<file path="config.mk">
export PLATFORM = sky130hd
export DESIGN_NAME = reg_dump_ctrl
export DESIGN_NICKNAME = d
export VERILOG_FILES = /design/src/rtl/reg_dump_pkg.sv /design/src/rtl/reg_dump_ctrl.sv
export SDC_FILE = /design/constraint.sdc
export NUM_CORES = 1
export LEC_CHECK = 0
export BUFFER_PORTS_ARGS = -buffer_cell sky130_fd_sc_hd__clkbuf_2
export CAP_MARGIN = 20
export CORE_ASPECT_RATIO = 2
export CORE_MARGIN = 5
export CORE_UTILIZATION = 46
export CTS_CLUSTER_DIAMETER = 100
export CTS_CLUSTER_SIZE = 40
export DETAILED_ROUTE_END_ITERATION = 7
export PLACE_DENSITY = 0.86
export SLEW_MARGIN = 25
export SYNTH_ARGS = -nofsm -noshare
export SYNTH_HDL_FRONTEND = slang
export SYNTH_SLANG_ARGS = --single-unit
export TNS_END_PERCENT = 30
</file>
<file path="constraint.sdc">
create_clock -name CLK -period 2.1 [get_ports CLK]
set_clock_uncertainty 0.2 [all_clocks]
set_input_delay 0.105 -clock CLK [delete_from_list [all_inputs] [get_ports CLK]]
set_output_delay 0.105 -clock CLK [all_outputs]
set_load 0.02 [all_outputs]
</file>
<file path="src/rtl/reg_dump_pkg.sv">
// ============================================================================
// Module   : reg_dump_pkg
// Purpose  : Shared types and default sizing for the register-dump
//            controller: FSM state encoding and the NREGS/AW/DW defaults.
// Macro    : REG_DUMP_CSUM_EN -- adds the CSUM state and a trailing XOR
//            checksum beat after the last register beat.
// Revision : 1.0 - initial release
// ============================================================================
`default_nettype none

package reg_dump_pkg;

  // Default geometry: 32 entries of 32 bits, 5-bit index.
  localparam int NREGS_DEF = 32;
  localparam int AW_DEF    = 5;
  localparam int DW_DEF    = 32;

  // Compile-time view of the checksum option, usable in expressions.
`ifdef REG_DUMP_CSUM_EN
  localparam bit CSUM_EN = 1'b1;
`else
  localparam bit CSUM_EN = 1'b0;
`endif

  // Controller states. CSUM exists only when the checksum beat is built in.
  typedef enum logic [2:0] {
    ST_IDLE = 3'd0,
    ST_READ = 3'd1,
    ST_SEND = 3'd2,
    ST_FIN  = 3'd3
`ifdef REG_DUMP_CSUM_EN
    ,
    ST_CSUM = 3'd4
`endif
  } state_t;

endpackage : reg_dump_pkg

`default_nettype wire

</file>
<file path="src/rtl/reg_dump_ctrl.sv">
// ============================================================================
// Module   : reg_dump_ctrl
// Purpose  : Walks an index range of an external register file and streams
//            each entry out as a valid/ready beat (index + data). The range
//            wraps modulo NREGS when LAST_IDX < FIRST_IDX. Each beat takes a
//            READ cycle (drive RR, capture RD) and at least one SEND cycle.
// Macro    : REG_DUMP_CSUM_EN -- when defined, a final beat carrying the XOR
//            of all emitted data follows the register beats (OUT_IDX=0,
//            OUT_LAST=1); register beats then never carry OUT_LAST.
// Ports    :
//   CLK        in   clock, all state changes on rising edge
//   RST        in   asynchronous active-high reset
//   START      in   begin a dump (accepted only in IDLE)
//   ABORT      in   drop the current dump, return to IDLE without DONE
//   FIRST_IDX  in   [AW] first index, sampled with START
//   LAST_IDX   in   [AW] last index, sampled with START
//   RR         out  [AW] register-file read index
//   RD         in   [DW] combinational read data for RR
//   OUT_VALID  out  beat valid
//   OUT_READY  in   consumer accepts the beat
//   OUT_IDX    out  [AW] beat index
//   OUT_DATA   out  [DW] beat data
//   OUT_LAST   out  final beat of the dump
//   BUSY       out  high whenever not IDLE
//   DONE       out  one-cycle pulse after the final beat is accepted
// Revision : 1.0 - initial release
// ============================================================================
`default_nettype none

module reg_dump_ctrl
  import reg_dump_pkg::*;
#(
  parameter int NREGS = NREGS_DEF,
  parameter int AW    = AW_DEF,
  parameter int DW    = DW_DEF
) (
  input  logic          CLK,
  input  logic          RST,
  input  logic          START,
  input  logic          ABORT,
  input  logic [AW-1:0] FIRST_IDX,
  input  logic [AW-1:0] LAST_IDX,
  output logic [AW-1:0] RR,
  input  logic [DW-1:0] RD,
  output logic          OUT_VALID,
  input  logic          OUT_READY,
  output logic [AW-1:0] OUT_IDX,
  output logic [DW-1:0] OUT_DATA,
  output logic          OUT_LAST,
  output logic          BUSY,
  output logic          DONE
);

  // The pointer relies on natural AW-bit wrap to implement "modulo NREGS".
  generate
    if (2**AW != NREGS) begin : g_bad_params
      $error("reg_dump_ctrl: NREGS must equal 2**AW");
    end
  endgenerate

  state_t        r_state;
  state_t        w_next_state;

  logic [AW-1:0] r_ptr;        // index currently being read / sent
  logic [AW-1:0] r_last;       // last index, latched at START
  logic [AW-1:0] r_out_idx;
  logic [DW-1:0] r_out_data;
  logic          r_out_last;

  logic          w_start;      // START accepted this cycle
  logic          w_accept;     // beat handshake that actually takes effect
  logic          w_at_last;    // pointer sits on the final register index

`ifdef REG_DUMP_CSUM_EN
  logic [DW-1:0] r_csum;       // running XOR of accepted register beats
`endif

  assign w_at_last = (r_ptr == r_last);

  // The pointer only moves on entry to READ, so driving RR from it directly
  // gives the required "hold outside READ" behaviour without another flop.
  assign RR       = r_ptr;
  assign OUT_IDX  = r_out_idx;
  assign OUT_DATA = r_out_data;

  // --------------------------------------------------------------------------
  // State register
  // --------------------------------------------------------------------------
  always_ff @(posedge CLK or posedge RST) begin
    if (RST) begin
      r_state <= ST_IDLE;
    end else begin
      r_state <= w_next_state;
    end
  end

  // --------------------------------------------------------------------------
  // Next-state and output decode
  // --------------------------------------------------------------------------
  always_comb begin
    w_next_state = r_state;
    w_start      = 1'b0;
    w_accept     = 1'b0;
    OUT_VALID    = 1'b0;
    BUSY         = 1'b1;
    DONE         = 1'b0;

    case (r_state)
      ST_IDLE: begin
        BUSY = 1'b0;
        if (START) begin
          w_start      = 1'b1;
          w_next_state = ST_READ;
        end
      end

      ST_READ: begin
        w_next_state = ST_SEND;
      end

      ST_SEND: begin
        OUT_VALID = 1'b1;
        if (OUT_READY) begin
          w_accept = 1'b1;
          if (w_at_last) begin
`ifdef REG_DUMP_CSUM_EN
            w_next_state = ST_CSUM;
`else
            w_next_state = ST_FIN;
`endif
          end else begin
            w_next_state = ST_READ;
          end
        end
      end

`ifdef REG_DUMP_CSUM_EN
      ST_CSUM: begin
        OUT_VALID = 1'b1;
        if (OUT_READY) begin
          w_accept     = 1'b1;
          w_next_state = ST_FIN;
        end
      end
`endif

      ST_FIN: begin
        DONE         = 1'b1;
        w_next_state = ST_IDLE;
      end

      default: begin
        w_next_state = ST_IDLE;
      end
    endcase

    // ABORT wins over any handshake seen in the same cycle; in IDLE it is
    // simply ignored.
    if (ABORT && (r_state != ST_IDLE)) begin
      w_next_state = ST_IDLE;
      w_accept     = 1'b0;
    end

    // The last flag register keeps its value after the beat; gating with
    // OUT_VALID keeps OUT_LAST confined to the final beat itself.
    OUT_LAST = r_out_last & OUT_VALID;
  end

  // --------------------------------------------------------------------------
  // Datapath: pointer, captured beat, optional checksum
  // --------------------------------------------------------------------------
  always_ff @(posedge CLK or posedge RST) begin
    if (RST) begin
      r_ptr      <= '0;
      r_last     <= '0;
      r_out_idx  <= '0;
      r_out_data <= '0;
      r_out_last <= 1'b0;
`ifdef REG_DUMP_CSUM_EN
      r_csum     <= '0;
`endif
    end else begin
      if (w_start) begin
        r_ptr  <= FIRST_IDX;
        r_last <= LAST_IDX;
`ifdef REG_DUMP_CSUM_EN
        r_csum <= '0;
`endif
      end

      // Capture the combinational read data together with its index. With
      // the checksum enabled the trailing checksum beat owns OUT_LAST.
      if (r_state == ST_READ) begin
        r_out_idx  <= r_ptr;
        r_out_data <= RD;
        r_out_last <= w_at_last & ~CSUM_EN;
      end

      if (w_accept && (r_state == ST_SEND)) begin
        if (!w_at_last) begin
          r_ptr <= r_ptr + AW'(1);
        end
`ifdef REG_DUMP_CSUM_EN
        r_csum <= r_csum ^ r_out_data;
        // Load the checksum beat directly, folding in the beat just accepted.
        if (w_at_last) begin
          r_out_idx  <= '0;
          r_out_data <= r_csum ^ r_out_data;
          r_out_last <= 1'b1;
        end
`endif
      end
    end
  end

endmodule : reg_dump_ctrl

`default_nettype wire

</file>
# After elaboration in Yosys (flattened, before gate mapping)
# Index checks and enable logic that the tools add are counted.
# op_classes
n_mux	16
n_reduce_logical	5
n_eq_ne	6
addsub	1
bitwise	1
# op_table
operator	n
$mux 5	3
$mux 3	3
$pmux 3 s3	1
$mux 1	8
$eq 3x2->1 const B	2
$ne 3x3->1 const B	2
$add 5x1->5 const B	1
$eq 5x5->1	1
$eq 3x1->1 const B	1
$logic_not 3->1	1
$reduce_bool 3->1	1
$logic_and 1x1->1	2
$mux 2	1
$reduce_and 2->1	1
$and 1x1->1	1
# word_totals
regBits	51
in_bits	47
elab_cells	35

# Longest topological paths before layout
# logic_depth
ltp_word	5
ltp_mapped	6
mapped_depth_nobuf	6

# Worst setup path before layout
# Ideal clock, no wire load.
# synth_timing
path_type	reg-to-reg
start	register r_ptr[0], in the netlist RR[0]
end	register r_ptr[4], in the netlist RR[4]
arrival_time_ps	1617
path_stages_with_launch	7
required_time_ps	1804
path_buffers	0
synth_period_minus_slack_ps	1912
setup_slack_ps	188
path_cell_list	dfrtp_1 -> ha_1 -> and3_1 -> or2_1 -> o22ai_1 -> o31a_1 -> a311oi_2
# synth_between
elab_chain_len	3
word_cells_on_any_way	4
# synth_rtl
element	line	text
start, declared	reg_dump_ctrl.sv:64	logic [AW-1:0] r_ptr;
start signal, assigned	reg_dump_ctrl.sv:201	r_ptr <= r_ptr + AW'(1);
$add 5x1->5 / $eq 5x5->1 (equally long branches)	reg_dump_ctrl.sv:201, reg_dump_ctrl.sv:78	
$mux 5 *	reg_dump_ctrl.sv:200	if (!w_at_last) begin
$mux 5 *	reg_dump_ctrl.sv:199	if (w_accept && (r_state == ST_SEND)) begin
# Every way passes the cells marked *; elsewhere a longest branch is shown, timed or not.
# A chain may end at the register's enable or synchronous reset.

# Worst setup path in the final report
# Same ends and word-level chain as after synthesis.

==> metrics.txt <==
# TYPE chip_impl_metric gauge
chip_impl_info{name="critical-path-slowest-cell",value="dfrtp_1"} 1
chip_impl_info{name="cp_capture_type",value="flip-flop"} 1
chip_impl_metric{name="hold_violations",unit=""} 0
chip_impl_metric{name="maxCapViolations",unit=""} 0
chip_impl_info{name="cp_cell_sequence",value="ha_1, and3_1, or2_1, o22ai_1, o31a_1, a311oi_2"} 1
chip_impl_info{name="clock-root-buffer",value="clkbuf_8"} 1
chip_impl_metric{name="boundary_pins",unit=""} 93
chip_impl_metric{name="met1_usage",unit="%"} 20.5
chip_impl_metric{name="timing.hold.ws",unit="ns"} 0.243
chip_impl_metric{name="ctsHtreeMaxLevel",unit=""} 2
chip_impl_metric{name="grt_antenna_before_repair",unit=""} 0
chip_impl_metric{name="use_met3",unit="%"} 2.35
chip_impl_metric{name="reg2reg_depth",unit=""} 6
chip_impl_metric{name="worst_path_largest_cell_delay",unit="ns"} 0.48
chip_impl_metric{name="grt_pass1_vias",unit=""} 1927
chip_impl_metric{name="synth_cell_types",unit=""} 32
chip_impl_metric{name="yosys.area.top_type_share",unit="%"} 60.1
chip_impl_info{name="worst_hold_path_class",value="primary input to async pin"} 1
chip_impl_metric{name="port_buffers",unit=""} 92
chip_impl_metric{name="track_usage",unit="%"} 19.3
chip_impl_metric{name="placement_rows",unit=""} 34
chip_impl_metric{name="synthesized_flop_and_latch_total",unit=""} 50
chip_impl_info{name="tritoncts",value="built"} 1
chip_impl_info{name="grt_setup_unrepaired",value="no"} 1
chip_impl_metric{name="worst_setup_hold_path_clk_slew",unit="ns"} 0.08
chip_impl_metric{name="seq_area_frac_synth",unit="%"} 60.1
chip_impl_metric{name="post_cts.resized_instances",unit=""} 0
chip_impl_metric{name="post-route-drc-count",unit=""} 0
chip_impl_metric{name="setup_total_negative_slack",unit="ns"} 0
chip_impl_metric{name="nets",unit=""} 351
chip_impl_metric{name="placed_cells",unit=""} 304
chip_impl_metric{name="setup.reg_to_reg.worst_slack",unit="ns"} 0.15
chip_impl_metric{name="design.core.area",unit="um^2"} 4380
chip_impl_metric{name="setup_violations",unit=""} 0
chip_impl_info{name="outcome",value="completed"} 1
chip_impl_metric{name="cts.sink_count",unit=""} 50
chip_impl_metric{name="syn_area_per_cell",unit="um^2"} 13.0
chip_impl_metric{name="postPlaceCellArea",unit="um^2"} 2640
chip_impl_metric{name="grt_start_max_net_pins",unit=""} 29
chip_impl_metric{name="stdcell_count",unit=""} 358
chip_impl_metric{name="cts_made_buffers",unit=""} 5
chip_impl_metric{name="max_freq",unit="MHz"} 512
chip_impl_metric{name="timing.final.crit_period",unit="ns"} 1.95
chip_impl_metric{name="worstPathArrival",unit="ns"} 1.96
chip_impl_info{name="start_kind",value="flip-flop"} 1
chip_impl_metric{name="syn_to_final_growth",unit="%"} 53.3
chip_impl_metric{name="worst_ep_required_time",unit="ns"} 2.10
chip_impl_metric{name="die_height",unit="um"} 105
chip_impl_metric{name="die_area",unit="um^2"} 6050
chip_impl_metric{name="detail_route.iter0.violations",unit=""} 24
chip_impl_metric{name="avgRoutedWirePerCell",unit="um"} 15.1
chip_impl_metric{name="slew_viol_final",unit=""} 0
chip_impl_metric{name="final_area",unit="um^2"} 3190
chip_impl_info{name="critical_path_class",value="flip-flop to flip-flop"} 1
chip_impl_metric{name="insertedDiodeCount",unit=""} 0
chip_impl_metric{name="grt-ovfl-total",unit=""} 0
chip_impl_metric{name="drive_gt1_share",unit="%"} 47.0
chip_impl_metric{name="power.density",unit="nW/um^2"} 1100
chip_impl_metric{name="clk-insertion-delay-late",unit="ns"} 0.29
chip_impl_metric{name="first_pass_drt_iterations",unit=""} 4
chip_impl_metric{name="clock_path_buffers",unit=""} 2
chip_impl_metric{name="grt_first_pass_wirelength",unit="mm"} 9.04
chip_impl_metric{name="groute.layer.met2.usage",unit="%"} 35.0
chip_impl_metric{name="syn_nets",unit=""} 208
chip_impl_metric{name="number_of_routed_nets_with_antenna_violations",unit=""} 0
chip_impl_metric{name="slew_headroom",unit="%"} 60.8
chip_impl_metric{name="detailroute.via_count",unit=""} 1722
chip_impl_metric{name="total_detailed_routing_wirelength",unit="mm"} 5.41
chip_impl_metric{name="total_leakage_power",unit="nW"} 1.59
chip_impl_metric{name="timing_worst_slew_pin_value",unit="ns"} 0.587
chip_impl_metric{name="cp_max_fo",unit=""} 7
chip_impl_info{name="busiest_grt_layer",value="met2"} 1
chip_impl_metric{name="synth_warnings",unit=""} 0
chip_impl_metric{name="post_cts_buffers",unit=""} 0
chip_impl_metric{name="hpwlAfterDp",unit="mm"} 3.80
chip_impl_metric{name="post_synth_inst_count",unit=""} 160
chip_impl_metric{name="vias_per_cell",unit=""} 4.81
chip_impl_metric{name="gpl.final_weighted_congestion",unit=""} 0.847
chip_impl_metric{name="floorplan.initialDensity",unit="%"} 47.5
chip_impl_metric{name="post_synth_instance_area",unit="um^2"} 2080
chip_impl_metric{name="final_clock_period_utilization_by_the_worst_path",unit="%"} 93.0
chip_impl_info{name="synth.top_cells.by_area",value="dfrtp_1 60%, mux2_2 17%, nand2_1 3.6%"} 1
chip_impl_metric{name="max-vdd-ir-drop",unit="mV"} 0.938
chip_impl_info{name="post-synth-top-area-cell",value="dfrtp_1"} 1
chip_impl_metric{name="chipWidth",unit="um"} 57.6
-- path summary, 6_finish.rpt --
| path | startpoint | to |
|---|---|---|
| setup / recovery | RR[0] | RR[4] |
| hold / removal | RST | OUT_DATA[22] |
| setup reg to reg | RR[0] | RR[4] |
| hold reg to reg | OUT_IDX[4] | OUT_IDX[4] |
| max in group asynchronous | RST | r_state[1] |
| min in group CLK | OUT_IDX[4] | OUT_IDX[4] |
-- cell families (layout without fill, tap and decap cells) --
| logic type | after synthesis | count (layout) | share of synthesized area [%] |
|---|---|---|---|
| AOI/OAI and AO/OA | 12 | 12 | 4.51 |
| muxes | 37 | 37 | 20.0 |
| xor gates and xnor gates | 6 | 6 | 2.53 |
| buffers and inverters | 10 | 154 | 2.10 |
| DFF | 50 | 50 | 60.1 |
| and+or+nand+nor | 44 | 44 | 10.2 |
| adders and majority gates | 1 | 1 | 0.601 |
-- cell usage after synthesis --
cell type,count
a221o_1,1
o21ai_0,3
a311oi_2,1
and2_1,3
xnor2_1,1
nor2_1,8
mux2_2,32
clkbuf_1,1
or2_1,1
nand2_1,20
a21oi_2,1
inv_1,4
nand4bb_1,1
dfrtp_1,50
and3_2,1
a21oi_1,1
o22ai_1,1
nor3_1,2
a21bo_2,1
nand2_2,1
buf_2,5
mux2_1,4
mux2i_1,1
and3_1,2
o31a_1,1
nor3_2,1
nand3_1,1
a211oi_1,2
nand2b_1,1
xor2_1,5
ha_1,1
nor2b_1,2
-- layout by cell type, fill, tap and decap left out, types with 2 or more instances in the layout --
cell type	synthesis	layout
nor2_1	8	8
inv_1	4	3
xor2_1	5	5
mux2_2	32	32
dfrtp_1	50	50
dlygate4sd3_1	0	46
o21ai_0	3	3
nand2_1	20	20
clkbuf_8	0	6
buf_12	0	2
mux2_1	4	4
a211oi_1	2	2
and3_1	2	2
clkbuf_2	0	92
nor2b_1	2	2
buf_4	0	2
and2_1	3	3
nor3_1	2	2
-- layer usage --
| layer | vias to the layer above | routed length [um] |
|---|---|---|
| met1 | 808 | 1810 |
| met3 | 19 | 286 |
| met4 | 0 | 240 |
| met5 | - | 0 |
| met2 | 65 | 3080 |
| li1 | 830 | - |
-- final cells by class --
class,instances,area [um^2]
fill,310,1190
tap,54,67.6
inverter,4,15.0
clock inverter,1,5.00
timing repair buffer,142,976
sequential,50,1250
clock buffer,7,86.3
multi-input combinational,100,788
-- registers in the layout, summed over array words and instances, names as in the netlist --
name        count
r_state         2
RR              5
r_last          5
OUT_IDX         5
OUT_DATA       32
r_out_last      1
-- worst max-delay path, delay by kind of cell (launching register included) --
kind                       cells  cell delay (ns)
and+or+nand+nor                2             0.33
AOI/OAI and AO/OA              3             0.64
DFF                            1             0.48
adders and majority gates      1             0.21
-- through the flow --
| stage | total power, mW | setup WS, ns | util [%] |
|---|---|---|---|
| floorplan | 2.37 | 0.188 | - |
| global placement | 2.84 | 0.258 | 60.2 |
| detailed placement | 2.89 | 0.193 | 60.2 |
| CTS | 3.52 | 0.173 | 72.8 |
| global route | 3.70 | 0.00740 | 72.8 |
| finish | 3.50 | 0.146 | 72.8 |
-- timing repair --
item                       4_1_cts  5_1_grt
setup endpoints to repair        0        0
hold endpoints to repair        71        0
hold buffers                    46        0
-- power by group --
part	total, mW	leakage (nW)	switching [mW]	internal, mW
combinational	1.43	0.952	0.812	0.619
clock	0.558	0.0482	0.292	0.266
sequential	1.51	0.589	0.217	1.29
total	3.50	1.59	1.32	2.17
Power figures use the tool's default switching activity.
